==> src/rtl/sram_ctrl_if.sv <==
// sram_ctrl_if: request/acknowledge bus between a master and the SRAM controller.
//   i_cs    : request, held by the master until o_ack
//   i_we    : 1 = write, 0 = read
//   i_addr  : word address
//   i_data  : write data
//   i_sel   : byte-lane select for writes
//   o_data  : registered read data
//   o_ack   : one-cycle completion pulse
interface sram_ctrl_if #(
    parameter int unsigned ADDR_WIDTH = 18,
    parameter int unsigned DATA_WIDTH = 8
);
    logic                    i_cs;
    logic                    i_we;
    logic [ADDR_WIDTH-1:0]   i_addr;
    logic [DATA_WIDTH-1:0]   i_data;
    logic [DATA_WIDTH/8-1:0] i_sel;
    logic [DATA_WIDTH-1:0]   o_data;
    logic                    o_ack;

    modport master (
        output i_cs, i_we, i_addr, i_data, i_sel,
        input  o_data, o_ack
    );

    modport slave (
        input  i_cs, i_we, i_addr, i_data, i_sel,
        output o_data, o_ack
    );
endinterface

==> src/rtl/sram_ctrl.sv <==
// sram_ctrl: asynchronous-SRAM controller with setup / strobe / hold phases.
//   i_clk, i_reset : clock, asynchronous active-high reset
//   bus            : request bus (slave side): cs/we/addr/data/sel in, data/ack out
//   o_sram_addr    : SRAM address pins
//   o_sram_data    : data to the pads, i_sram_data : data from the pads
//   o_sram_drive   : pad output enable
//   o_sram_cs_n, o_sram_we_n, o_sram_oe_n, o_sram_be_n : active-low SRAM strobes
// Every output is a flop; the next value of each is decoded from the next state.
module sram_ctrl #(
    parameter int unsigned ADDR_WIDTH  = 18,
    parameter int unsigned DATA_WIDTH  = 8,
    parameter int unsigned WAIT_STATES = 1,
    parameter int unsigned TURNAROUND  = 1
) (
    input  logic                    i_clk,
    input  logic                    i_reset,
    sram_ctrl_if.slave              bus,
    output logic [ADDR_WIDTH-1:0]   o_sram_addr,
    output logic [DATA_WIDTH-1:0]   o_sram_data,
    input  logic [DATA_WIDTH-1:0]   i_sram_data,
    output logic                    o_sram_drive,
    output logic                    o_sram_cs_n,
    output logic                    o_sram_we_n,
    output logic                    o_sram_oe_n,
    output logic [DATA_WIDTH/8-1:0] o_sram_be_n
);
    localparam int unsigned NumLanes = DATA_WIDTH / 8;
    localparam logic [3:0] AccessLast = 4'(WAIT_STATES);
    localparam logic [3:0] TurnLast   = 4'((TURNAROUND > 0) ? TURNAROUND - 1 : 0);

    typedef enum logic [2:0] {StIdle, StTurn, StSetup, StAccess, StFinish} state_e;

    state_e                  r_state, w_state_d;
    logic [3:0]              r_cnt, w_cnt_d;
    logic                    r_we, w_we_d;
    logic [ADDR_WIDTH-1:0]   r_addr, w_addr_d;
    logic [DATA_WIDTH-1:0]   r_wdata, w_wdata_d;
    logic [NumLanes-1:0]     r_sel, w_sel_d;
    logic                    r_last_read;
    logic                    w_capture;

    logic [DATA_WIDTH-1:0]   r_data;
    logic                    r_ack, w_ack_d;
    logic [ADDR_WIDTH-1:0]   r_sram_addr, w_sram_addr_d;
    logic [DATA_WIDTH-1:0]   r_sram_data, w_sram_data_d;
    logic                    r_drive, w_drive_d;
    logic                    r_cs_n, w_cs_n_d;
    logic                    r_we_n, w_we_n_d;
    logic                    r_oe_n, w_oe_n_d;
    logic [NumLanes-1:0]     r_be_n, w_be_n_d;

    // Next state and request latching
    always_comb begin
        w_state_d = r_state;
        w_cnt_d   = r_cnt;
        w_we_d    = r_we;
        w_addr_d  = r_addr;
        w_wdata_d = r_wdata;
        w_sel_d   = r_sel;
        case (r_state)
            StIdle: begin
                if (bus.i_cs) begin
                    w_we_d    = bus.i_we;
                    w_addr_d  = bus.i_addr;
                    w_wdata_d = bus.i_data;
                    w_sel_d   = bus.i_sel;
                    w_cnt_d   = 4'd0;
                    // Give the SRAM time to release the bus after a read
                    if (bus.i_we && r_last_read && (TURNAROUND != 0)) begin
                        w_state_d = StTurn;
                    end else begin
                        w_state_d = StSetup;
                    end
                end
            end
            StTurn: begin
                if (r_cnt == TurnLast) begin
                    w_state_d = StSetup;
                end else begin
                    w_cnt_d = r_cnt + 4'd1;
                end
            end
            StSetup: begin
                w_state_d = StAccess;
                w_cnt_d   = 4'd0;
            end
            StAccess: begin
                if (r_cnt == AccessLast) begin
                    w_state_d = StFinish;
                end else begin
                    w_cnt_d = r_cnt + 4'd1;
                end
            end
            StFinish: w_state_d = StIdle;
            default:  w_state_d = StIdle;
        endcase
    end

    // Read data is sampled on the edge that closes the last strobe cycle
    assign w_capture = (r_state == StAccess) && (r_cnt == AccessLast) && !r_we;

    // Pin values for the cycle we are about to enter
    always_comb begin
        w_ack_d       = 1'b0;
        w_cs_n_d      = 1'b1;
        w_we_n_d      = 1'b1;
        w_oe_n_d      = 1'b1;
        w_be_n_d      = '1;
        w_drive_d     = 1'b0;
        w_sram_addr_d = r_sram_addr;
        w_sram_data_d = r_sram_data;
        case (w_state_d)
            StSetup: begin
                w_cs_n_d      = 1'b0;
                w_sram_addr_d = w_addr_d;
                if (w_we_d) begin
                    w_drive_d     = 1'b1;
                    w_sram_data_d = w_wdata_d;
                    w_be_n_d      = ~w_sel_d;
                end else begin
                    w_oe_n_d = 1'b0;
                    w_be_n_d = '0;
                end
            end
            StAccess: begin
                w_cs_n_d = 1'b0;
                if (w_we_d) begin
                    w_we_n_d  = 1'b0;
                    w_drive_d = 1'b1;
                    w_be_n_d  = ~w_sel_d;
                end else begin
                    w_oe_n_d = 1'b0;
                    w_be_n_d = '0;
                end
            end
            StFinish: begin
                w_ack_d = 1'b1;
                // Writes keep cs, data and lanes for a hold cycle after we_n rises
                if (w_we_d) begin
                    w_cs_n_d  = 1'b0;
                    w_drive_d = 1'b1;
                    w_be_n_d  = ~w_sel_d;
                end
            end
            default: ;
        endcase
    end

    always_ff @(posedge i_clk or posedge i_reset) begin
        if (i_reset) begin
            r_state     <= StIdle;
            r_cnt       <= 4'd0;
            r_we        <= 1'b0;
            r_addr      <= '0;
            r_wdata     <= '0;
            r_sel       <= '0;
            r_last_read <= 1'b0;
            r_data      <= '0;
            r_ack       <= 1'b0;
            r_sram_addr <= '0;
            r_sram_data <= '0;
            r_drive     <= 1'b0;
            r_cs_n      <= 1'b1;
            r_we_n      <= 1'b1;
            r_oe_n      <= 1'b1;
            r_be_n      <= '1;
        end else begin
            r_state     <= w_state_d;
            r_cnt       <= w_cnt_d;
            r_we        <= w_we_d;
            r_addr      <= w_addr_d;
            r_wdata     <= w_wdata_d;
            r_sel       <= w_sel_d;
            if (r_state == StFinish) begin
                r_last_read <= !r_we;
            end
            if (w_capture) begin
                r_data <= i_sram_data;
            end
            r_ack       <= w_ack_d;
            r_sram_addr <= w_sram_addr_d;
            r_sram_data <= w_sram_data_d;
            r_drive     <= w_drive_d;
            r_cs_n      <= w_cs_n_d;
            r_we_n      <= w_we_n_d;
            r_oe_n      <= w_oe_n_d;
            r_be_n      <= w_be_n_d;
        end
    end

    assign bus.o_data   = r_data;
    assign bus.o_ack    = r_ack;
    assign o_sram_addr  = r_sram_addr;
    assign o_sram_data  = r_sram_data;
    assign o_sram_drive = r_drive;
    assign o_sram_cs_n  = r_cs_n;
    assign o_sram_we_n  = r_we_n;
    assign o_sram_oe_n  = r_oe_n;
    assign o_sram_be_n  = r_be_n;
endmodule
==> src/flat_wrapper.sv <==
// flat-port wrapper written by rule: the top's interface ports become plain ports
module sram_ctrl_flat 
#(
    parameter int unsigned ADDR_WIDTH  = 18,
    parameter int unsigned DATA_WIDTH  = 8,
    parameter int unsigned WAIT_STATES = 1,
    parameter int unsigned TURNAROUND  = 1
)
  (i_clk, i_reset, o_sram_addr, o_sram_data, i_sram_data, o_sram_drive, o_sram_cs_n, o_sram_we_n, o_sram_oe_n, o_sram_be_n, bus_i_cs, bus_i_we, bus_i_addr, bus_i_data, bus_i_sel, bus_o_data, bus_o_ack);
  sram_ctrl_if #(.ADDR_WIDTH(ADDR_WIDTH), .DATA_WIDTH(DATA_WIDTH)) bus_i ();
  input  logic i_clk;
  input  logic i_reset;
  output logic [ADDR_WIDTH-1:0] o_sram_addr;
  output logic [DATA_WIDTH-1:0] o_sram_data;
  input  logic [DATA_WIDTH-1:0] i_sram_data;
  output logic o_sram_drive;
  output logic o_sram_cs_n;
  output logic o_sram_we_n;
  output logic o_sram_oe_n;
  output logic [DATA_WIDTH/8-1:0] o_sram_be_n;
  input wire logic [$bits(bus_i.i_cs)-1:0] bus_i_cs;
  input wire logic [$bits(bus_i.i_we)-1:0] bus_i_we;
  input wire logic [$bits(bus_i.i_addr)-1:0] bus_i_addr;
  input wire logic [$bits(bus_i.i_data)-1:0] bus_i_data;
  input wire logic [$bits(bus_i.i_sel)-1:0] bus_i_sel;
  output wire logic [$bits(bus_i.o_data)-1:0] bus_o_data;
  output wire logic [$bits(bus_i.o_ack)-1:0] bus_o_ack;
  assign bus_i.i_cs = bus_i_cs;
  assign bus_i.i_we = bus_i_we;
  assign bus_i.i_addr = bus_i_addr;
  assign bus_i.i_data = bus_i_data;
  assign bus_i.i_sel = bus_i_sel;
  assign bus_o_data = bus_i.o_data;
  assign bus_o_ack = bus_i.o_ack;
  sram_ctrl #(.ADDR_WIDTH(ADDR_WIDTH), .DATA_WIDTH(DATA_WIDTH), .WAIT_STATES(WAIT_STATES), .TURNAROUND(TURNAROUND)) u_core (.i_clk(i_clk), .i_reset(i_reset), .bus(bus_i), .o_sram_addr(o_sram_addr), .o_sram_data(o_sram_data), .i_sram_data(i_sram_data), .o_sram_drive(o_sram_drive), .o_sram_cs_n(o_sram_cs_n), .o_sram_we_n(o_sram_we_n), .o_sram_oe_n(o_sram_oe_n), .o_sram_be_n(o_sram_be_n));
endmodule
==> config.mk <==
export PLATFORM = sky130hd
export DESIGN_NAME = sram_ctrl_flat
export DESIGN_NICKNAME = d
export VERILOG_FILES = /design/src/rtl/sram_ctrl_if.sv /design/src/rtl/sram_ctrl.sv /design/src/flat_wrapper.sv
export SDC_FILE = /design/constraint.sdc
export NUM_CORES = 1
export LEC_CHECK = 0
export CAP_MARGIN = 20
export CELL_PAD_IN_SITES_DETAIL_PLACEMENT = 0
export CELL_PAD_IN_SITES_GLOBAL_PLACEMENT = 1
export CORE_MARGIN = 3
export CORE_UTILIZATION = 41
export CTS_BUF_LIST = sky130_fd_sc_hd__clkbuf_2
export CTS_CLUSTER_DIAMETER = 40
export DETAILED_ROUTE_END_ITERATION = 10
export HOLD_SLACK_MARGIN = 0.15
export PLACE_DENSITY_LB_ADDON = 0.3
export SLEW_MARGIN = 0
export SYNTH_ARGS = -nofsm -noshare
export SYNTH_HDL_FRONTEND = slang
export SYNTH_SLANG_ARGS = --single-unit
==> constraint.sdc <==
create_clock -name i_clk -period 3.1 [get_ports i_clk]
set_input_delay 0.62 -clock i_clk [delete_from_list [all_inputs] [get_ports i_clk]]
set_output_delay 0.62 -clock i_clk [all_outputs]
set_load 0.02 [all_outputs]
==> metrics.cfg, run 1 <==
[worst_setup_path]
required_ns=2.48
path_cells=clkdlybuf4s50_1
crit_path_end=o_sram_cs_n
cpLargestDelayFamily=buffers and inverters
crit_type=reg2out
worst_ep_arrival_time_ns=1.65
critPathLaunch=u_core.o_sram_cs_n
worstSetupStartpointType=flop
worstPathMaxFanout=1
critical_path_buf_inv_count=1
slowest_stage=clkdlybuf4s50_1
r2r_end=u_core.o_sram_data[4]
reg2regPathDepth=5
path_depth=1
r2r-start=u_core.r_state[0]
crit_path_end_kind=primary output
reg2reg_slack_ns=0.97
slowest_delay_ns=0.62

[pwr]
switching_share_pct=35.44
seq_power_share_pct=41.5
intPower_uw=2702
power-per-cell-area_mw_per_mm2=1052
p_leak_uw=0.001698
p_switching_uw=1484
clockPowerShare_pct=10.2
vdd_drop_max_mv=0.4904
combPwrFrac_pct=48.4

[floorplan]
std_cell_rows=30
core_area_mm2=0.006944
die-area_mm2=0.008403
die_h_um=91.67
die_w_um=91.67
ios=79
start_util_pct=43.33

[global_route]
antenna_found_initial=0
use_met1_pct=19.27
use_met3_pct=6.973
grtUsageMet2_pct=23.62
busiest_layer=met2
grt_pass1_wl_um=9798
grt_max_degree=77
first_global_vias=1927
grt_overflow=0
grt.total_usage_pct=15.29

[logic_synthesis]
synth_fp_nets=238
yosys.area_share.simple_pct=5.281
synthCells=196
yosysUniqueCellTypes=36
synth_edf_count=0
post-synth-top-count-cell=dfrtp_1
synth-seq-cells=76
yosys.area.top_type_share_pct=59.88
synth_area_leader_cell=dfrtp_1
synth_xor_area_share_pct=0
syn_avg_cell_area_um2=15.35
ys_top_cells_by_area=dfrtp_1, mux2_2, dfstp_2
synth_compound_area_share_pct=3.451
ys_warn_count=0
synthArstFlopShare_pct=100.0
synth_top_family_by_area=multiplexers
synth_common_cells=dfrtp_1, mux2_2, nand2_1, inv_1
syn_area_mm2=0.003009
ys_seq_area_share_pct=63.37
synth_mux_area_share_pct=23.83
synthAdderAreaFrac_pct=1.247
ys.flop_type=dfrtp_1

[sta]
slew_viol_final=0
final.setup.tns_ns=0
fmax_mhz=441.1
timing.slew.headroom_pct=58.84
tightest_slew_ns=0.6002
fin_crit_sh_pct=73.13
finClkSkew_ns=0.02395
min_period_ns=2.267
setup_viol=0
rsz0062_at_grt=no
hold_violations=0

[cells_and_area]
syn_to_final_growth_pct=32.27
num_antenna_cells=0
drive_above_1_share_pct=30.42
final_cell_count_no_fill=382
nNetsFinal=323

[detailed_routing]
drc=0
avgViaCountPerCell=4.832
first_pass_iters=4
drtIter0Drc=88
vias=1846
antenna_left=0
wirelength_um=5747
drt-wirelength-per-cell_um=15.04

[placed_design]
dp_hpwl_um=4012
dp_cells=366
routabilityCongestion=0.7921
io_buffers=78

[clock_network]
cts_buffer_depth=2
clock_latency_ns=0.49
cts-root-buf=clkbuf_2
cts_hold_buf=0
cts_sinks=76
path_clk_slew_ns=0.20
post_cts_buffers=0
cts_buffers=9
cts_max_level=3
cts_resized=0
cts_tree=built

[job]
maxCapViolations=0

[outcome]
outcome=complete, no violations

[worst_hold_path]
worstHoldPathType=in2async

through the flow:
step	setup slack (ns)	util [%]	hold slack (ns)	total power, µW	cell area, µm²
global placement	0.5034	56.14	0.4762	3777	3899
global route	0.7010	57.32	0.4554	4499	3980
finish	0.8331	57.32	0.5009	4186	3980
CTS	0.7809	57.32	0.4766	4254	3980
floorplan	0.5483	-	0.4600	3050	3009
detailed placement	0.4581	56.14	0.4812	3819	3899
power by group through the flow:
stage	logic [µW]	clock network (µW)	registers [µW]
2_1_floorplan	1030	0	2020
3_3_place_gp	2020	0	1760
3_5_place_dp	2050	0	1770
4_1_cts	2050	452	1750
5_1_grt	2190	507	1810
6_report	2020	425	1740
cell families after synthesis:
| logic type | after synthesis |
|---|---|
| AND/OR/NAND/NOR | 27 |
| adder cells (fa/ha/maj) | 3 |
| multiplexers | 64 |
| flip-flops | 76 |
| buffers and inverters | 14 |
| AO/OA/AOI/OAI | 12 |
cell usage in the layout (no fill, tap or decap), types with 4 or more instances in the layout:
cell type,n
clkbuf_2,13
dfstp_2,4
mux2_2,60
clkdlybuf4s50_1,78
dfrtp_1,72
inv_1,6
nand2b_1,4
nand2_1,8
nor2_1,4
layer usage:
metal,vias to the layer above,wire length [µm]
li1,861,-
met1,931,2456
met2,48,2889
met3,6,342
met4,0,57
met5,-,0
registers in the layout, indices dropped and copies added, names as in the netlist:
signal	count
u_core.r_we	1
u_core.o_sram_addr	18
u_core.r_addr	18
u_core.o_sram_oe_n	1
u_core.r_last_read	1
u_core.bus.o_data	8
u_core.bus.o_ack	1
u_core.r_sel	1
u_core.o_sram_cs_n	1
u_core.r_cnt	4
u_core.o_sram_be_n	1
u_core.o_sram_we_n	1
u_core.r_state	3
u_core.o_sram_data	8
u_core.r_wdata	8
u_core.o_sram_drive	1
cell type report:
cell class	count	area, µm²
inverter	7	26.28
timing repair buffer	81	828.3
clock buffer	13	65.06
fill	586	2964
clock inverter	3	16.27
tap	96	120.1
multi-input combinational	106	1017
sequential	76	1907
how the worst min path moves through the flow:
stage                      startpoint           endpoint  slack, ns
finish                        i_reset  u_core.r_addr[14]       0.50
global route                  i_reset  u_core.r_addr[14]       0.46
CTS                           i_reset  u_core.r_addr[14]       0.48
detailed placement  u_core.r_addr[12]  u_core.r_addr[12]       0.48
global placement    u_core.r_wdata[0]  u_core.r_wdata[0]       0.48
floorplan             u_core.r_cnt[3]    u_core.r_cnt[3]       0.46
Power figures use the tool's default switching activity.
==> inputs of run 2 (changes only) <==
--- a/config.mk
+++ b/config.mk
@@ -9,7 +9,7 @@
 export CELL_PAD_IN_SITES_DETAIL_PLACEMENT = 0
 export CELL_PAD_IN_SITES_GLOBAL_PLACEMENT = 1
 export CORE_MARGIN = 3
-export CORE_UTILIZATION = 41
+export CORE_UTILIZATION = 37
 export CTS_BUF_LIST = sky130_fd_sc_hd__clkbuf_2
 export CTS_CLUSTER_DIAMETER = 40
 export DETAILED_ROUTE_END_ITERATION = 10
==> constraint.sdc (replaced) <==
create_clock -name i_clk -period 2 [get_ports i_clk]
set_input_delay 0.4 -clock i_clk [delete_from_list [all_inputs] [get_ports i_clk]]
set_output_delay 0.4 -clock i_clk [all_outputs]
set_load 0.02 [all_outputs]
==> metrics.cfg, run 2 (synthesis gave the netlist of run 1 again) <==
[outcome]
outcome=complete, no violations

[detailed_routing]
drt-wirelength-per-cell_um=14.12  ; -6.1%
vias=1881  ; +1.9%
antenna_left=0  ; unchanged
avgViaCountPerCell=4.703  ; -2.7%
first_pass_iters=4  ; unchanged
wirelength_um=5649  ; -1.7%
drc=0  ; unchanged
drtIter0Drc=47  ; -47%

[worst_hold_path]
worstHoldPathType=in2async

[global_route]
grt.total_usage_pct=13.52  ; -1.8 points
grt_max_degree=77  ; unchanged
antenna_found_initial=0  ; unchanged
grt_overflow=0  ; unchanged
grt_pass1_wl_um=9584  ; -2.2%
first_global_vias=2115  ; +9.8%

[floorplan]
die_h_um=96.18  ; +4.9%
ios=79  ; unchanged
die-area_mm2=0.009251  ; +10%
die_w_um=96.18  ; +4.9%
std_cell_rows=32  ; +6.7%
core_area_mm2=0.007807  ; +12%
start_util_pct=38.54  ; -4.8 points

[pwr]
power_uw=6784  ; +62%
vdd_drop_max_mv=0.8026  ; +64%
power-per-cell-area_mw_per_mm2=1629  ; +55%
p_leak_uw=0.001867  ; +9.9%

[sta]
finClkSkew_ns=0.02402  ; +0.00007230 ns
min_period_ns=1.889
timing.slew.headroom_pct=71.79  ; +13 points
fin_crit_sh_pct=94.45
final.setup.tns_ns=0  ; unchanged
rsz0062_at_grt=no
hold_violations=0  ; unchanged
slew_viol_final=0  ; unchanged
tightest_slew_ns=0.4227  ; -0.1775 ns
setup_viol=0  ; unchanged
fmax_mhz=529.4
timing.hold.ws_ns=0.3224  ; -0.1785 ns

[worst_setup_path]
r2r-start=u_core.r_state[1]
worst_ep_arrival_time_ns=2.26  ; +0.61 ns
worstSetupStartpointType=flop
reg2reg_slack_ns=0.11  ; -0.86 ns
crit_type=reg2reg
slowest_stage=dfrtp_1
critPathLaunch=u_core.r_state[1]
required_ns=2.38  ; -0.10 ns
crit_path_end_kind=flop
slowest_delay_ns=0.47  ; -0.15 ns
path_cells=nor4b_4, buf_4, buf_4, mux2_2, mux2_2
worstPathMaxFanout=8  ; +7

[cells_and_area]
mostFrequentLayoutCells=dfrtp_1, clkdlybuf4s50_1, mux2_2
final_common_cell=dfrtp_1
syn_to_final_growth_pct=38.38
nFillCells=683  ; +17%
drive_above_1_share_pct=33.56  ; +3.1 points
num_antenna_cells=0  ; unchanged
design_area_mm2=0.004164  ; +4.6%
final_util_pct=53.33  ; -4.0 points
nNetsFinal=335  ; +3.7%

[placed_design]
routabilityCongestion=0.7307  ; -7.8%
place_area_mm2=0.004038  ; +3.6%
dp_hpwl_um=3945  ; -1.7%
io_buffers=78  ; unchanged

[clock_network]
clock_latency_ns=0.49  ; about the same
cts-root-buf=clkbuf_2
cts_sinks=76  ; unchanged
cts_buffers=9  ; unchanged
cts_hold_buf=0  ; unchanged
cts_buffer_depth=2  ; unchanged
path_clk_slew_ns=0.20  ; about the same
cts_max_level=3  ; unchanged
cts_tree=built

[job]
maxCapViolations=0  ; unchanged

[run 2: final timing paths]
kind	cells after the start	endpoint
setup / recovery	5	u_core.o_sram_addr[8]
hold / removal	3	u_core.o_sram_addr[13]
setup reg to reg	5	u_core.o_sram_addr[8]
hold reg to reg	1	u_core.r_wdata[1]
max in group asynchronous	3	u_core.o_sram_be_n
min in group i_clk	2	u_core.bus.o_data[6]
[run 2: repair_timing]
item                                    in CTS  in global routing
endpoints found under the setup margin       4                 11
buffers inserted                             0                  0
gates resized for setup                      4                  9
[run 2: cell type report]
class | instances | area, µm² | share of cell area [%]
inverters | 7 | 30.03 | 0.7212
repair buffers | 93 | 970.9 | 23.32
well taps | 102 | 127.6 | 3.065
flip-flops and latches | 76 | 1907 | 45.79
multi-input cells | 106 | 1021 | 24.52
clock inverters | 5 | 52.55 | 1.262
clock buffers | 11 | 55.05 | 1.322
[run 2: critical path, delay by kind of cell (launching register included)]
family	cells	cell delay (ns)
buffers and inverters	2	0.42
AND/OR/NAND/NOR	1	0.29
flip-flops	1	0.47
multiplexers	2	0.61
[run 2: where the power goes]
group	internal (µW)	switching [µW]	total, µW
combinational	1830	1500	3340
sequential	2310	334	2650
clock	294	506	800
total	4440	2340	6780
[run 2: per-stage QoR]
| stage | instances | setup slack, ns |
|---|---|---|
| 2_1_floorplan | 196 | 0.1075 |
| 3_3_place_gp | 384 | -0.2080 |
| 3_5_place_dp | 384 | -0.2969 |
| 4_1_cts | 400 | 0.04656 |
| 5_1_grt | 400 | 0.0003779 |
| 6_report | 400 | 0.1110 |
[run 2: metal layers]
layer | global-route usage, % | vias up | wire (µm)
li1 | - | 886 | -
met1 | 16.89 | 941 | 2491
met2 | 21.39 | 45 | 2687
met3 | 4.066 | 9 | 364
met4 | 6.398 | 0 | 105
met5 | 0 | - | 0
==> inputs of run 3 (changes only) <==
--- a/config.mk
+++ b/config.mk
@@ -12,8 +12,8 @@
 export CORE_UTILIZATION = 37
 export CTS_BUF_LIST = sky130_fd_sc_hd__clkbuf_2
 export CTS_CLUSTER_DIAMETER = 40
+export CTS_CLUSTER_SIZE = 25
 export DETAILED_ROUTE_END_ITERATION = 10
-export HOLD_SLACK_MARGIN = 0.15
 export PLACE_DENSITY_LB_ADDON = 0.3
 export SLEW_MARGIN = 0
 export SYNTH_ARGS = -nofsm -noshare
==> results of run 3 <==
Same layout as run 2: the final DEF is identical, and so are final timing and power.
